==> config.mk <==
export PLATFORM = sky130hd
export DESIGN_NAME = xmem_arbiter_n
export DESIGN_NICKNAME = d
export VERILOG_FILES = /design/src/rtl/xmem_pkg.sv /design/src/rtl/xmem_arb_pick.sv /design/src/rtl/xmem_arbiter_n.sv
export SDC_FILE = /design/constraint.sdc
export NUM_CORES = 1
export LEC_CHECK = 0
export CORE_MARGIN = 2
export CORE_UTILIZATION = 40
export CTS_BUF_LIST = sky130_fd_sc_hd__clkbuf_8
export DETAILED_ROUTE_END_ITERATION = 16
export PLACE_DENSITY_LB_ADDON = 0.12
export SYNTH_ARGS = -nofsm -noshare
export SYNTH_HDL_FRONTEND = slang
export SYNTH_SLANG_ARGS = --single-unit
export TNS_END_PERCENT = 5
==> constraint.sdc <==
create_clock -name clock -period 3.4 [get_ports clock]
set_clock_uncertainty 0.15 [all_clocks]
set_input_delay 0.85 -clock clock [delete_from_list [all_inputs] [get_ports clock]]
set_output_delay 0.85 -clock clock [all_outputs]
set_load 0.005 [all_outputs]
==> src/rtl/xmem_pkg.sv <==
// Shared definitions for the external SRAM arbiter.
// Holds the controller state encoding, the access-type codes and the helper
// that sizes the wait/grace counter.
package xmem_pkg;

  typedef enum logic [2:0] {
    ST_IDLE     = 3'd0,
    ST_RD       = 3'd1,
    ST_WR_SETUP = 3'd2,
    ST_WR_STB   = 3'd3,
    ST_WR_END   = 3'd4,
    ST_GRACE    = 3'd5
  } xmem_state_t;

  localparam logic ACC_RD = 1'b0;
  localparam logic ACC_WR = 1'b1;

  // Counter must hold the largest of the read wait, write wait and grace.
  function automatic int unsigned xmem_cnt_w(input int unsigned rd_wait,
                                             input int unsigned wr_wait,
                                             input int unsigned grace);
    int unsigned m;
    m = rd_wait;
    if (wr_wait > m) m = wr_wait;
    if (grace > m) m = grace;
    return $clog2(m + 1);
  endfunction

endpackage

==> src/rtl/xmem_arb_pick.sv <==
// Combinational N-wide priority picker.
// Scans the request vector starting at 'start' and wrapping around; the first
// requester found wins.
// Ports: req (request vector), start (first index searched),
//        gnt_c (one-hot grant), idx_c (encoded grant), any_c (some request).
module xmem_arb_pick
  import xmem_pkg::*;
#(
  parameter int unsigned N  = 4,
  parameter int unsigned IW = 2
) (
  input  logic [N-1:0]  req,
  input  logic [IW-1:0] start,
  output logic [N-1:0]  gnt_c,
  output logic [IW-1:0] idx_c,
  output logic          any_c
);

  // Rotating first-one search.
  always_comb begin
    int unsigned p;
    gnt_c = '0;
    idx_c = '0;
    any_c = 1'b0;
    p     = 0;
    for (int unsigned k = 0; k < N; k++) begin
      p = 32'(start) + k;
      if (p >= N) p = p - N;
      if (!any_c && req[IW'(p)]) begin
        any_c          = 1'b1;
        gnt_c[IW'(p)]  = 1'b1;
        idx_c          = IW'(p);
      end
    end
  end

endmodule

==> src/rtl/xmem_arbiter_n.sv <==
// Parametrised external async SRAM controller and arbiter.
// NPORTS requesters share one 16-bit SRAM through a request/ack handshake
// with active-low byte enables. Read/write wait states and the post-write
// grace period are parameters.
// Ports: clock, reset (sync, active-high); per-port port_rd_rq/port_wr_rq,
//        flattened port_addr/port_be_n/port_wdata; shared port_rdata with
//        one-cycle port_rd_ack/port_wr_ack pulses; busy; SRAM pad side
//        SRAM_DAT_out/SRAM_DAT_in/SRAM_DAT_drive, SRAM_ADR, active-low
//        SRAM_CE/SRAM_WE/SRAM_OE/SRAM_BE.
// Build option: define XMEM_RR_ARB_EN for round-robin arbitration; otherwise
// fixed priority with the lowest port index winning.
module xmem_arbiter_n
  import xmem_pkg::*;
#(
  parameter int unsigned NPORTS  = 4,
  parameter int unsigned AW      = 18,
  parameter int unsigned DW      = 16,
  parameter int unsigned RD_WAIT = 2,
  parameter int unsigned WR_WAIT = 1,
  parameter int unsigned GRACE   = 1
) (
  input  logic                       clock,
  input  logic                       reset,
  input  logic [NPORTS-1:0]          port_rd_rq,
  input  logic [NPORTS-1:0]          port_wr_rq,
  input  logic [NPORTS*AW-1:0]       port_addr,
  input  logic [NPORTS*(DW/8)-1:0]   port_be_n,
  input  logic [NPORTS*DW-1:0]       port_wdata,
  output logic [DW-1:0]              port_rdata,
  output logic [NPORTS-1:0]          port_rd_ack,
  output logic [NPORTS-1:0]          port_wr_ack,
  output logic                       busy,
  output logic [DW-1:0]              SRAM_DAT_out,
  input  logic [DW-1:0]              SRAM_DAT_in,
  output logic                       SRAM_DAT_drive,
  output logic [AW-1:0]              SRAM_ADR,
  output logic                       SRAM_CE,
  output logic                       SRAM_WE,
  output logic                       SRAM_OE,
  output logic [(DW/8)-1:0]          SRAM_BE
);

  localparam int unsigned BW = DW / 8;
  localparam int unsigned IW = (NPORTS > 1) ? $clog2(NPORTS) : 1;
  localparam int unsigned CW = xmem_cnt_w(RD_WAIT, WR_WAIT, GRACE);

  logic [AW-1:0] addr_a  [NPORTS];
  logic [BW-1:0] be_a    [NPORTS];
  logic [DW-1:0] wdata_a [NPORTS];

  // Unflatten the per-port buses.
  for (genvar i = 0; i < NPORTS; i++) begin : g_unpack
    assign addr_a[i]  = port_addr[i*AW +: AW];
    assign be_a[i]    = port_be_n[i*BW +: BW];
    assign wdata_a[i] = port_wdata[i*DW +: DW];
  end

  xmem_state_t       state;
  logic [CW-1:0]     cnt;
  logic [IW-1:0]     cur_port;
  logic [NPORTS-1:0] rd_pend, wr_pend;
  logic [NPORTS-1:0] rd_cand_c, wr_cand_c, req_c, gnt_oh_c, rd_clr_c, wr_clr_c;
  logic [IW-1:0]     gnt_idx_c, start_c;
  logic              gnt_any_c, acc_c;

  assign rd_cand_c = port_rd_rq | rd_pend;
  assign wr_cand_c = port_wr_rq | wr_pend;
  assign req_c     = rd_cand_c | wr_cand_c;

  xmem_arb_pick #(.N(NPORTS), .IW(IW)) u_pick (
    .req   (req_c),
    .start (start_c),
    .gnt_c (gnt_oh_c),
    .idx_c (gnt_idx_c),
    .any_c (gnt_any_c)
  );

`ifdef XMEM_RR_ARB_EN
  logic [IW-1:0] last_grant;

  // Search begins one past the most recent winner.
  assign start_c = (last_grant == IW'(NPORTS - 1)) ? '0 : last_grant + IW'(1);

  always_ff @(posedge clock) begin
    if (reset)                            last_grant <= IW'(NPORTS - 1);
    else if (state == ST_IDLE && gnt_any_c) last_grant <= gnt_idx_c;
  end
`else
  assign start_c = '0;
`endif

  // A port's read always goes before its own write.
  assign acc_c = rd_cand_c[gnt_idx_c] ? ACC_RD : ACC_WR;

  // Pending bits to drop on the grant edge.
  always_comb begin
    rd_clr_c = '0;
    wr_clr_c = '0;
    if (state == ST_IDLE && gnt_any_c) begin
      if (acc_c == ACC_RD) rd_clr_c = gnt_oh_c;
      else                 wr_clr_c = gnt_oh_c;
    end
  end

  // Access sequencer with registered strobes, acks and pending latches.
  always_ff @(posedge clock) begin
    if (reset) begin
      state          <= ST_IDLE;
      cnt            <= '0;
      cur_port       <= '0;
      rd_pend        <= '0;
      wr_pend        <= '0;
      port_rdata     <= '0;
      port_rd_ack    <= '0;
      port_wr_ack    <= '0;
      busy           <= 1'b0;
      SRAM_DAT_out   <= '0;
      SRAM_DAT_drive <= 1'b0;
      SRAM_ADR       <= '0;
      SRAM_CE        <= 1'b1;
      SRAM_WE        <= 1'b1;
      SRAM_OE        <= 1'b1;
      SRAM_BE        <= '1;
    end else begin
      port_rd_ack <= '0;
      port_wr_ack <= '0;
      rd_pend     <= (rd_pend | port_rd_rq) & ~rd_clr_c;
      wr_pend     <= (wr_pend | port_wr_rq) & ~wr_clr_c;
      case (state)
        ST_IDLE: begin
          if (gnt_any_c) begin
            cur_port <= gnt_idx_c;
            SRAM_ADR <= addr_a[gnt_idx_c];
            SRAM_BE  <= be_a[gnt_idx_c];
            SRAM_CE  <= 1'b0;
            busy     <= 1'b1;
            if (acc_c == ACC_RD) begin
              SRAM_OE <= 1'b0;
              cnt     <= CW'(RD_WAIT);
              state   <= ST_RD;
            end else begin
              SRAM_DAT_out   <= wdata_a[gnt_idx_c];
              SRAM_DAT_drive <= 1'b1;
              state          <= ST_WR_SETUP;
            end
          end
        end
        ST_RD: begin
          if (cnt == CW'(1)) begin
            port_rdata            <= SRAM_DAT_in;
            SRAM_CE               <= 1'b1;
            SRAM_OE               <= 1'b1;
            SRAM_BE               <= '1;
            port_rd_ack[cur_port] <= 1'b1;
            busy                  <= 1'b0;
            state                 <= ST_IDLE;
          end else begin
            cnt <= cnt - CW'(1);
          end
        end
        ST_WR_SETUP: begin
          SRAM_WE <= 1'b0;
          cnt     <= CW'(WR_WAIT);
          state   <= ST_WR_STB;
        end
        ST_WR_STB: begin
          if (cnt == CW'(1)) begin
            SRAM_WE <= 1'b1;
            state   <= ST_WR_END;
          end else begin
            cnt <= cnt - CW'(1);
          end
        end
        ST_WR_END: begin
          // Drive is released one cycle after WE rises for data hold.
          SRAM_CE               <= 1'b1;
          SRAM_DAT_drive        <= 1'b0;
          SRAM_BE               <= '1;
          port_wr_ack[cur_port] <= 1'b1;
          if (GRACE == 0) begin
            busy  <= 1'b0;
            state <= ST_IDLE;
          end else begin
            cnt   <= CW'(GRACE);
            state <= ST_GRACE;
          end
        end
        ST_GRACE: begin
          if (cnt == CW'(1)) begin
            busy  <= 1'b0;
            state <= ST_IDLE;
          end else begin
            cnt <= cnt - CW'(1);
          end
        end
        default: begin
          busy  <= 1'b0;
          state <= ST_IDLE;
        end
      endcase
    end
  end

endmodule

Word level (Yosys, flattened, before mapping)
Cells that the tools add are included.
Word-level totals
  output and inout port bits: 65
  register bits: 80
  bits of input ports: 170
  word-level logic and storage cells: 130
Cells by class
  equality and inequality tests: 13
  bitwise operators: 13
  add/sub/neg operators: 1
  reductions and logical operators: 30
  order comparisons: 4
  mux-type cells: 53
Operators with widths (count)
  $bmux 18 s2: 1
  $mux 18: 2
  $bmux 16 s2: 1
  $mux 16: 2
  $mux 2: 11
  $mux 4: 5
  $mux 1: 16
  $pmux 3 s5: 1
  $reduce_and 3->1: 5
  $mux 3: 4
  $or 4x4->4: 3
  $pmux 2 s3: 2
  $ne 2x2->1 const B: 5
  $reduce_or 3->1: 3
  $and 4x4->4: 2
  $not 4->4: 2
  $reduce_and 4->1: 2
  $eq 3x2->1 const B: 2
  $eq 3x3->1 const B: 2
  $lt 2x3->1 const B: 2
  $pmux 1 s2: 3
  $pmux 1 s3: 2
  $reduce_and 2->1: 3
  $reduce_bool 2->1: 3
  16 further kinds: 30

Depth between registers and ports, before layout
Gate-level depths: netlist (run 1).
  depth after elaboration: 18
  mapped depth: 7
  gate-level depth less buffers: 7

Cells and area by module
A second synthesis (run 1) with hierarchy kept.
Unflattened totals
  cells, all modules: 441
  area total of the unflattened synthesis: 4221.5 um^2
By module, submodules not included
  xmem_arbiter_n: cells an instance 396, area an instance 3799.9 um^2, sequential area each 1601.5 um^2, instances 1
  xmem_arb_pick: cells an instance 45, area an instance 421.7 um^2, sequential area each 0.0 um^2, instances 1

Worst setup path before layout (run 1)
Ideal clock, no wire load.
  path type: input -> register
  from: input port_rd_rq[2]
  to: register SRAM_DAT_out[10]
  path slack: 0.706 ns
  stages: 7
  data arrival time: 2.399 ns
  setup time: 0.145 ns
  required time: 3.105 ns
  path buffers: 2
  cells stage by stage: or4_4 > buf_6 > o41ai_4 > a211oi_4 > buf_2 > nor2_1 > a311oi_2
On the way
  cells in the longest elaborated chain, start to end: 11
  elaborated cells on any way between the ends: 17
  those cells by class: 9 x mux; 4 x bitwise; 4 x reduce/logical
Ends and longest elaborated chain
  start: declaration: RTL line xmem_arbiter_n.sv:24  | input logic [NPORTS-1:0] port_rd_rq,
  $or 4x4->4 (*): RTL line xmem_arbiter_n.sv:66  | assign rd_cand_c = port_rd_rq | rd_pend;
  $or 4x4->4: RTL line xmem_arbiter_n.sv:68  | assign req_c = rd_cand_c | wr_cand_c;
  $logic_and 1x1->1: RTL line xmem_arb_pick.sv:29  | if (!any_c && req[IW'(p)]) begin
  $mux 1: RTL line xmem_arb_pick.sv:29
  $logic_not 1->1: RTL line xmem_arb_pick.sv:29
  $logic_and 1x1->1: RTL line xmem_arb_pick.sv:29
  $mux 2: RTL line xmem_arb_pick.sv:29
  $bmux 1 s2 / $not 2->3 (equally long branches): RTL line xmem_arbiter_n.sv:93, xmem_arbiter_n.sv:142
  $mux 1 (not written as such) / $bmux 16 s2 (equally long branches): RTL line xmem_arbiter_n.sv:93, xmem_arbiter_n.sv:142
  $not 1->1 (no source line) / $mux 16 (equally long branches)
  $reduce_and 3->1 (no source line) / $mux 16 (equally long branches)
  end signal: assignment: RTL line xmem_arbiter_n.sv:142  | SRAM_DAT_out <= wdata_a[gnt_idx_c];
  end: declaration: RTL line xmem_arbiter_n.sv:33  | output logic [DW-1:0] SRAM_DAT_out,
Every way passes the cells marked *; elsewhere a longest branch is shown, timed or not. The select of a mux whose other input is x is not followed.
A chain may end at the register's enable or synchronous reset.

Final worst setup path (run 1)
  from: input port_rd_rq[0]
  to: register SRAM_ADR[17]
On the way
  cells in the longest elaborated chain, start to end: 16
  elaborated cells on any way between the ends: 20
  those cells by class: 10 x mux; 3 x bitwise; 7 x reduce/logical
Ends and longest elaborated chain
  $or 4x4->4 (*): RTL line xmem_arbiter_n.sv:66
  $or 4x4->4 (*): RTL line xmem_arbiter_n.sv:68
  $mux 1 (*): RTL line xmem_arb_pick.sv:29
  $logic_not 1->1: RTL line xmem_arb_pick.sv:29
  $logic_and 1x1->1: RTL line xmem_arb_pick.sv:29
  $mux 1: RTL line xmem_arb_pick.sv:29
  $logic_not 1->1: RTL line xmem_arb_pick.sv:29
  $logic_and 1x1->1: RTL line xmem_arb_pick.sv:29
  $mux 1: RTL line xmem_arb_pick.sv:29
  $logic_not 1->1: RTL line xmem_arb_pick.sv:29
  $logic_and 1x1->1: RTL line xmem_arb_pick.sv:29
  $mux 2: RTL line xmem_arb_pick.sv:29
  $not 2->3 (not written as such): RTL line xmem_arbiter_n.sv:133  | SRAM_ADR <= addr_a[gnt_idx_c];
  $bmux 18 s2: RTL line xmem_arbiter_n.sv:133
  $mux 18 (not written as such) (2 in a row): RTL line xmem_arbiter_n.sv:133
  end signal: assignment: RTL line xmem_arbiter_n.sv:133
  end: declaration: RTL line xmem_arbiter_n.sv:36  | output logic [AW-1:0] SRAM_ADR,
Marked as above.

==> impl_metrics.py, run 1 <==
metrics = {
    "power_and_ir_drop": {
        "p_leak_nw": 2.40,
        "p_int_mw": 2.05,
        "pwr-share-comb": 0.357,
        "swShare": 0.303,
        "ir_worst_vdd_uv": 258,
        "seqPwrFrac": 0.386,
        "power.density_nw_per_um2": 432,
        "pwr-share-clk": 0.257,
        "p_sw_mw": 0.894,
    },
    "min_path": {
        "min_path_type": "flip-flop to flip-flop",
    },
    "floorplan": {
        "die_area_um2": 11000,
        "die_w_um": 105,
        "start_util": 0.415,
        "core_area_um2": 9860,
        "ioPinCount": 235,
        "row_count": 36,
        "die-height_um": 105,
    },
    "global_routing": {
        "overflow": 0,
        "track_usage": 0.243,
        "grt_pass1_vias": 4394,
        "grtUsageMet2": 0.419,
        "grt_pass1_wl_um": 21600,
        "grt_util_met3": 0.0749,
        "grt_max_degree": 64,
        "globalRouteMet1Util": 0.283,
        "grt.busiest_layer": "met2",
        "grt_antenna_before_repair": 0,
    },
    "routing": {
        "avgViaCountPerCell": 5.40,
        "wire_per_inst_um": 16.9,
        "ant_nets": 0,
        "post-route-drc-count": 0,
        "drt_wl_total_um": 13600,
        "dr.pass1.iters": 4,
        "initialDrtViolationCount": 189,
        "vias": 4351,
    },
    "final_layout": {
        "synthToLayoutAreaGrowth_pct": 66.9,
        "num_antenna_cells": 0,
        "drive_above_1_share": 0.149,
        "fillers": 768,
        "final_nets": 840,
        "fin_util": 0.692,
        "fin_area_um2": 6820,
    },
    "synthesis": {
        "seq_area_frac_synth": 0.392,
        "async_flop_share": 0,
        "syn-num-nets": 616,
        "synth_edf_count": 0,
        "netlist_area_um2": 4090,
        "synth_top_flop_cell": "dfxtp_1",
        "yosys_warnings": 0,
        "synth_cells": 445,
        "ys_seq_elements": 80,
        "yosysUniqueCellTypes": 43,
        "syn_avg_cell_area_um2": 9.19,
    },
    "place": {
        "preCtsSetupSlack_ns": 0.140,
        "port_buffers": 234,
        "placed_cell_area_um2": 6610,
        "gp_congestion": 0.834,
        "hpwl_um": 9990,
    },
    "clocking": {
        "insertion_delay_ns": 0.35,
        "ctsResizeCount": 0,
        "cts_root_buffer": "clkbuf_8",
        "cts_hold_buffers": 0,
        "cts_num_sinks": 80,
        "cts_tree": "yes",
        "cts_setup_buffers": 0,
        "htree_levels": 3,
        "path_clk_slew_ns": 0.08,
        "cts_buffers": 9,
        "cts_buffer_depth": 2,
    },
    "setup_path": {
        "arrival_ns": 3.01,
        "cp.required_ns": 3.51,
        "startpoint_type": "input port",
        "worstPathMaxFanout": 11,
        "endpoint_kind": "flip-flop",
        "worstSetupPathType": "input port to flip-flop",
    },
    "sta": {
        "report.final.slew_viol_count": 0,
        "setup_violations": 0,
        "grt_setup_unrepaired": "false",
        "hold_violations": 0,
        "period_needed_ns": 2.90,
        "fmax_mhz": 345,
        "slew_headroom": 0.383,
        "worstMarginPinSlew_ns": 0.926,
        "tns_ns": 0,
        "worst_slack_ns": 0.500,
        "timing.final.crit_share": 0.853,
    },
    "run_status": {
        "status": "finished clean",
    },
    "flow_run": {
        "cap_viol_max_count": 0,
    },
}
worst max-delay path: stages:
cell	delay [ns]
clkdlybuf4s50_1	0.44
or4_4	0.60
o41ai_4	0.47
buf_4	0.30
a221oi_1	0.08
a211oi_1	0.26
flip-flops by register name, indices dropped and copies added, names as in the netlist, 2 cells and up:
name / flops
port_rdata: 16
port_wr_ack: 4
state: 3
wr_pend: 4
cnt: 2
rd_pend: 4
SRAM_DAT_out: 16
port_rd_ack: 4
cur_port: 2
SRAM_BE: 2
SRAM_ADR: 18
per-layer routing:
metal | up-vias | share of wire
met4 | 0 | 0.027
li1 | 2138 | -
met3 | 30 | 0.082
met5 | - | 0
met2 | 194 | 0.48
met1 | 1989 | 0.41
power groups by stage:
stage          sequential [mW]  clock (mW)  combinational [mW]
6_report                  1.14       0.758                1.05
5_1_grt                   1.15       0.817                1.13
4_1_cts                   1.14       0.776                1.06
3_5_place_dp              1.16           0                1.05
3_3_place_gp              1.15           0                1.03
2_1_floorplan             1.15           0               0.528
synth_stat cells (3+ instances only):
cell | count | share of area
a221oi_2 | 17 | 0.062
dfxtp_1 | 80 | 0.39
a31oi_1 | 3 | 0.0046
a211oi_2 | 18 | 0.055
a22oi_1 | 5 | 0.0092
nor2_1 | 52 | 0.048
a311oi_1 | 3 | 0.0064
a21o_1 | 17 | 0.031
or4_4 | 3 | 0.0083
nand2b_1 | 4 | 0.0061
o221ai_1 | 34 | 0.073
clkbuf_1 | 23 | 0.021
a211oi_1 | 5 | 0.0092
buf_6 | 5 | 0.014
buf_2 | 13 | 0.016
a311oi_2 | 16 | 0.059
nand2_1 | 71 | 0.065
nor4_1 | 7 | 0.011
o31ai_1 | 3 | 0.0055
nor3_1 | 8 | 0.0098
a21oi_1 | 27 | 0.033
worst paths after layout:
path / start / cells past startpoint / endpoint / slack, ns
setup / recovery: port_rd_rq[0] / 6 / SRAM_ADR[17] / 0.50
setup reg to reg: state[2] / 4 / SRAM_DAT_drive / 1.03
hold reg to reg: port_rdata[5] / 2 / port_rdata[5] / 0.31
hold / removal: port_rdata[5] / 2 / port_rdata[5] / 0.31
metrics by stage:
step / total power, mW / instances / hold slack [ns]
floorplan: 1.67 / 445 / 0.289
global route: 3.10 / 806 / 0.326
CTS: 2.97 / 806 / 0.309
global placement: 2.18 / 791 / 0.293
detailed placement: 2.21 / 791 / 0.297
finish: 2.95 / 806 / 0.306
final cells by class:
type	count	area [um2]	share of cell area
Tap cell	133	166	0.0244
Clock buffer	9	124	0.0182
Timing Repair Buffer	255	2550	0.373
Multi-Input combinational cell	321	2290	0.336
Clock inverter	6	86.3	0.0127
Sequential cell	80	1600	0.235
Inverter	2	7.51	0.00110
cells in the final DEF (no fill, tap or decap), drive strengths merged:
cell type,instances
clkdlybuf4s50,233
dfxtp,80
nand2,71
nor2,55
o221ai,34
a21oi,27
a211oi,24
buf,22
a311oi,19
a221oi,18
a21o,17
clkbuf,9
nor3,9
nor4,7
a22oi,5
nand2b,4
or4,4
inv,3
o31ai,3
a31oi,3
clkinv,3
o21ai,3
or3,2
o21a,2
nor2b,2
nand3b,2
nand3,2
o21bai,2
bufinv,2
o41ai,1
nand4,1
and2,1
o211ai,1
a211o,1
ha,1
kinds of logic after synthesis:
kind of cell,count (synthesis),share of synthesized area
AOI/OAI and AO/OA,160,0.377
buffers and inverters,44,0.0535
adders and majority gates,1,0.00306
DFF,80,0.392
and+or+nand+nor,160,0.175
Power figures use the tool's default switching activity.
==> run 2: changes to the inputs <==
PLACE_DENSITY_LB_ADDON = 0.2   (was 0.12)
SETUP_SLACK_MARGIN = 0.05   (was default)
clock period = 2.72 ns   (was 3.4 ns; I/O delays follow)
==> impl_metrics.py, run 2 (synthesis gave the netlist of run 1 again) <==
metrics = {
    "global_routing": {
        "grt_antenna_before_repair": 2,
        "grt_pass1_vias": 4654,
        "grt_pass1_wl_um": 23000,
        "track_usage": 0.259,
        "grtUsageMet2": 0.483,
        "grt.busiest_layer": "met2",
        "globalRouteMet1Util": 0.285,
        "grt_max_degree": 57,
        "grt_util_met3": 0.0630,
        "overflow": 0,
    },
    "floorplan": {
        "die-height_um": 105,
        "start_util": 0.415,
        "core_area_um2": 9860,
        "die_w_um": 105,
        "ioPinCount": 235,
        "die_area_um2": 11000,
        "row_count": 36,
    },
    "sta": {
        "worstMarginPinSlew_ns": 0.671,
        "grt_setup_unrepaired": "false",
        "report.final.slew_viol_count": 0,
        "fin_hold_ws_ns": 0.312,
        "hold_violations": 0,
        "period_needed_ns": 2.45,
        "setup_violations": 0,
        "fmax_mhz": 408,
        "slew_headroom": 0.553,
        "tns_ns": 0,
        "timing.final.crit_share": 0.902,
    },
    "routing": {
        "drt_wl_total_um": 14800,
        "avgViaCountPerCell": 5.47,
        "post-route-drc-count": 0,
        "ant_nets": 0,
        "initialDrtViolationCount": 210,
        "dr.pass1.iters": 4,
        "wire_per_inst_um": 17.6,
        "vias": 4612,
    },
    "final_layout": {
        "regArea_um2": 1600,
        "synthToLayoutAreaGrowth_pct": 77.4,
        "multi_input_area_um2": 2320,
        "largest_register_ffs": 18,
        "final_cell_mix": "225 x clkdlybuf4s50_1, 80 x dfxtp_1, 71 x nand2_1",
        "instances_no_fill": 843,
        "largest_register": "SRAM_ADR",
        "final_nets": 874,
        "mostFrequentLayoutCell": "clkdlybuf4s50_1",
        "fillers": 714,
        "top_regs": "SRAM_ADR: 18 flops, SRAM_DAT_out: 16 flops, port_rdata: 16 flops",
        "drive_above_1_share": 0.206,
        "fin_util": 0.735,
    },
    "setup_path": {
        "startpoint_type": "input port",
        "worstPathMaxFanout": 8,
        "cp.required_ns": 2.79,
        "arrival_ns": 2.52,
        "worstSetupPathType": "input port to flip-flop",
        "endpoint_kind": "flip-flop",
    },
    "power_and_ir_drop": {
        "ir_worst_vdd_uv": 360,
        "power.density_nw_per_um2": 517,
        "p_leak_nw": 2.67,
    },
    "clocking": {
        "cts_tree": "yes",
        "cts_buffer_depth": 2,
        "path_clk_slew_ns": 0.09,
        "cts_num_sinks": 80,
        "cts_buffers": 9,
        "htree_levels": 3,
        "cts_root_buffer": "clkbuf_8",
        "cts_hold_buffers": 0,
        "insertion_delay_ns": 0.35,
    },
    "place": {
        "gp_congestion": 0.819,
        "hpwl_um": 10700,
        "port_buffers": 234,
        "dp_cells": 816,
    },
    "min_path": {
        "min_path_type": "flip-flop to flip-flop",
    },
    "run_status": {
        "status": "finished clean",
    },
    "flow_run": {
        "cap_viol_max_count": 0,
    },
}
-- run 2: cell count changes in the layout (fill, tap and decap cells not counted), sizes merged, moves of 2 or more --
cell / before / now
buf: 22 / 53
clkdlybuf4s50: 233 / 225
dlymetal6s2s: 0 / 8
clkbuf: 9 / 13
bufinv: 2 / 0
clkinvlp: 0 / 2
diode: 0 / 2
-- run 2: report_power, final --
group / total (mW) / leakage (nW) / internal (mW) / switching, mW
Clock: 0.835 / 0.0895 / 0.366 / 0.469
Sequential: 1.43 / 0.658 / 1.32 / 0.102
Combinational: 1.49 / 1.93 / 0.848 / 0.638
Total: 3.75 / 2.67 / 2.54 / 1.21
-- run 2: final cells by class --
class	instances	share of cell area
repair buffers	289	0.408
multi-input cells	321	0.320
flip-flops and latches	80	0.221
well taps	133	0.0229
clock buffers	10	0.0190
clock inverters	6	0.00690
inverters	2	0.00104
diodes	2	0.000690
-- run 2: per-layer routing --
metal / vias up / routed length, um
li1: 2215 / -
met1: 2201 / 5980
met5: - / 0
met3: 17 / 964
met4: 0 / 237
met2: 179 / 7660
-- run 2: worst max-delay path, cell delays in order --
cell and delay, ns:
dlymetal6s2s_1 0.15, or4_4 0.55, buf_4 0.16, o41ai_4 0.28, buf_4 0.20, a211oi_4 0.08
clkbuf_16 0.22, nor2_1 0.14, a311oi_2 0.06
-- run 2: worst paths after layout --
kind                  from         endpoint  slack [ns]  depth (start not counted)
max          port_rd_rq[0]  SRAM_DAT_out[0]        0.27                          9
min          port_rdata[1]    port_rdata[1]        0.31                          2
max reg2reg       state[2]  SRAM_DAT_out[5]        0.34                          7
min reg2reg  port_rdata[1]    port_rdata[1]        0.31                          2
-- run 2: timing repair --
item	in CTS	in global routing
buffers inserted	1	3
resized for setup	2	19
setup endpoints to repair	8	36
cloned	1	4
endpoints found under the hold margin	0	0
pin swaps	2	10
-- run 2: through the flow --
stage	area, um2	power (mW)	setup WS [ns]
floorplan	4090	2.09	0.196
global placement	6880	2.80	-0.274
CTS	7100	3.71	0.0659
detailed placement	6880	2.84	-0.319
global route	7250	3.95	0.245
finish	7250	3.75	0.267
==> run 3: changes to the inputs <==
MAX_ROUTING_LAYER = met4   (was default)
SLEW_MARGIN = 30   (was default)
==> impl_metrics.py, run 3 (synthesis gave the netlist of run 1 again) <==
metrics = {
    "run_status": {
        "status": "finished clean",
    },
    "final_layout": {
        "largest_register_ffs": 18,
        "fin_area_um2": 7250,
        "top_regs": "SRAM_ADR: 18 flops, SRAM_DAT_out: 16 flops, port_rdata: 16 flops",
        "drive_above_1_share": 0.206,
        "instances_no_fill": 843,
        "largest_register": "SRAM_ADR",
        "fillers": 714,
        "synthToLayoutAreaGrowth_pct": 77.4,
        "final_nets": 874,
        "final_cell_mix": "225 x clkdlybuf4s50_1, 80 x dfxtp_1, 71 x nand2_1",
        "mostFrequentLayoutCell": "clkdlybuf4s50_1",
        "fin_util": 0.735,
    },
    "sta": {
        "report.final.slew_viol_count": 0,
        "fmax_mhz": 408,
        "timing.final.crit_share": 0.901,
        "period_needed_ns": 2.45,
        "grt_setup_unrepaired": "false",
        "hold_violations": 0,
        "worstMarginPinSlew_ns": 0.677,
        "worst_slack_ns": 0.268,
        "slew_headroom": 0.548,
        "setup_violations": 0,
        "tns_ns": 0,
    },
    "clocking": {
        "cts_hold_buffers": 0,
        "insertion_delay_ns": 0.35,
        "htree_levels": 3,
        "cts_tree": "yes",
        "path_clk_slew_ns": 0.09,
        "cts_buffer_depth": 2,
        "cts_root_buffer": "clkbuf_8",
        "cts_buffers": 9,
        "cts_num_sinks": 80,
    },
    "setup_path": {
        "crit_buf_inv": 4,
        "worstSetupPathType": "input port to flip-flop",
        "endpoint_kind": "flip-flop",
        "cp.required_ns": 2.79,
        "crit_path_top_delay_cell": "or4_4",
        "path_common_cell": "buf_4",
        "critPathTopFamily": "buffers and inverters",
        "arrival_ns": 2.53,
        "path_cells": "dlymetal6s2s_1, or4_4, buf_4, o41ai_4, buf_4, a211oi_4, clkbuf_16, nor2_1, a311oi_2",
        "startpoint_type": "input port",
        "worstPathMaxFanout": 8,
        "max_stage_delay_ns": 0.55,
    },
    "routing": {
        "wire_per_inst_um": 17.6,
        "initialDrtViolationCount": 227,
        "ant_nets": 0,
        "vias": 4603,
        "dr.pass1.iters": 7,
        "post-route-drc-count": 0,
        "drt_wl_total_um": 14800,
        "avgViaCountPerCell": 5.46,
    },
    "place": {
        "gp_congestion": 0.831,
        "port_buffers": 234,
        "preCtsSetupSlack_ns": -0.319,
        "hpwl_um": 10700,
        "dp_cells": 816,
        "placed_cell_area_um2": 6880,
    },
    "global_routing": {
        "grt_util_met3": 0.0518,
        "grt_pass1_wl_um": 23000,
        "track_usage": 0.266,
        "globalRouteMet1Util": 0.289,
        "grtUsageMet2": 0.485,
        "overflow": 0,
        "grt_max_degree": 57,
        "grt.busiest_layer": "met2",
        "grt_pass1_vias": 4675,
        "grt_antenna_before_repair": 2,
    },
    "floorplan": {
        "core_area_um2": 9860,
        "start_util": 0.415,
        "die_w_um": 105,
        "row_count": 36,
        "die-height_um": 105,
        "ioPinCount": 235,
        "die_area_um2": 11000,
    },
    "power_and_ir_drop": {
        "power.density_nw_per_um2": 516,
        "ir_worst_vdd_uv": 359,
        "p_leak_nw": 2.67,
    },
    "flow_run": {
        "cap_viol_max_count": 0,
    },
    "min_path": {
        "min_path_type": "flip-flop to flip-flop",
    },
}
==> run 3: cell counts in the layout (fill, tap and decap cells not counted) <==
Identical to the previous run, type by type.
==> run 3: power by group <==
part / switching (mW) / leakage (nW) / internal, mW
clock network: 0.469 / 0.0895 / 0.366
logic: 0.637 / 1.93 / 0.848
registers: 0.102 / 0.658 / 1.32
total: 1.21 / 2.67 / 2.54
==> run 3: repair_timing <==
item,4_1_cts,5_1_grt
setup endpoints to repair,8,36
cloned,1,4
resized for setup,2,19
setup buffers,1,3
pin swaps,2,10
==> run 3: per-stage QoR <==
stage	power, mW	hold WS (ns)
2_1_floorplan	2.09	0.289
3_3_place_gp	2.80	0.292
3_5_place_dp	2.84	0.299
4_1_cts	3.71	0.312
5_1_grt	3.95	0.336
6_report	3.75	0.312
==> run 3: worst paths after layout <==
check | start | to | slack, ns | cells past startpoint
worst max-delay path | port_rd_rq[0] | SRAM_DAT_out[0] | 0.27 | 9
worst min-delay path | port_rdata[14] | port_rdata[14] | 0.31 | 2
worst max register to register | state[2] | SRAM_DAT_out[5] | 0.34 | 7
worst min register to register | port_rdata[14] | port_rdata[14] | 0.31 | 2
==> run 3: area by class of cell <==
class / count / area (um2) / area share
antenna: 2 / 5.00 / 0.000690
sequential: 80 / 1600 / 0.221
multi-input combinational: 321 / 2320 / 0.320
timing repair buffer: 289 / 2960 / 0.408
inverter: 2 / 7.51 / 0.00104
tap: 133 / 166 / 0.0229
clock buffer: 10 / 138 / 0.0190
clock inverter: 6 / 50.0 / 0.00690
==> run 3: routing by layer <==
layer  vias to the layer above  share of wire  routed length (um)
met1                      2186           0.40                5970
met3                        17          0.061                 911
met4                         0          0.012                 184
li1                       2208              -                   -
met2                       192           0.52                7780
met5                         -              0                   0
==> run 3: tightest hold or removal path: stages (launching register included) <==
cell and delay [ns]:
dfxtp_1 0.32, nand2_1 0.05, a21oi_1 0.05
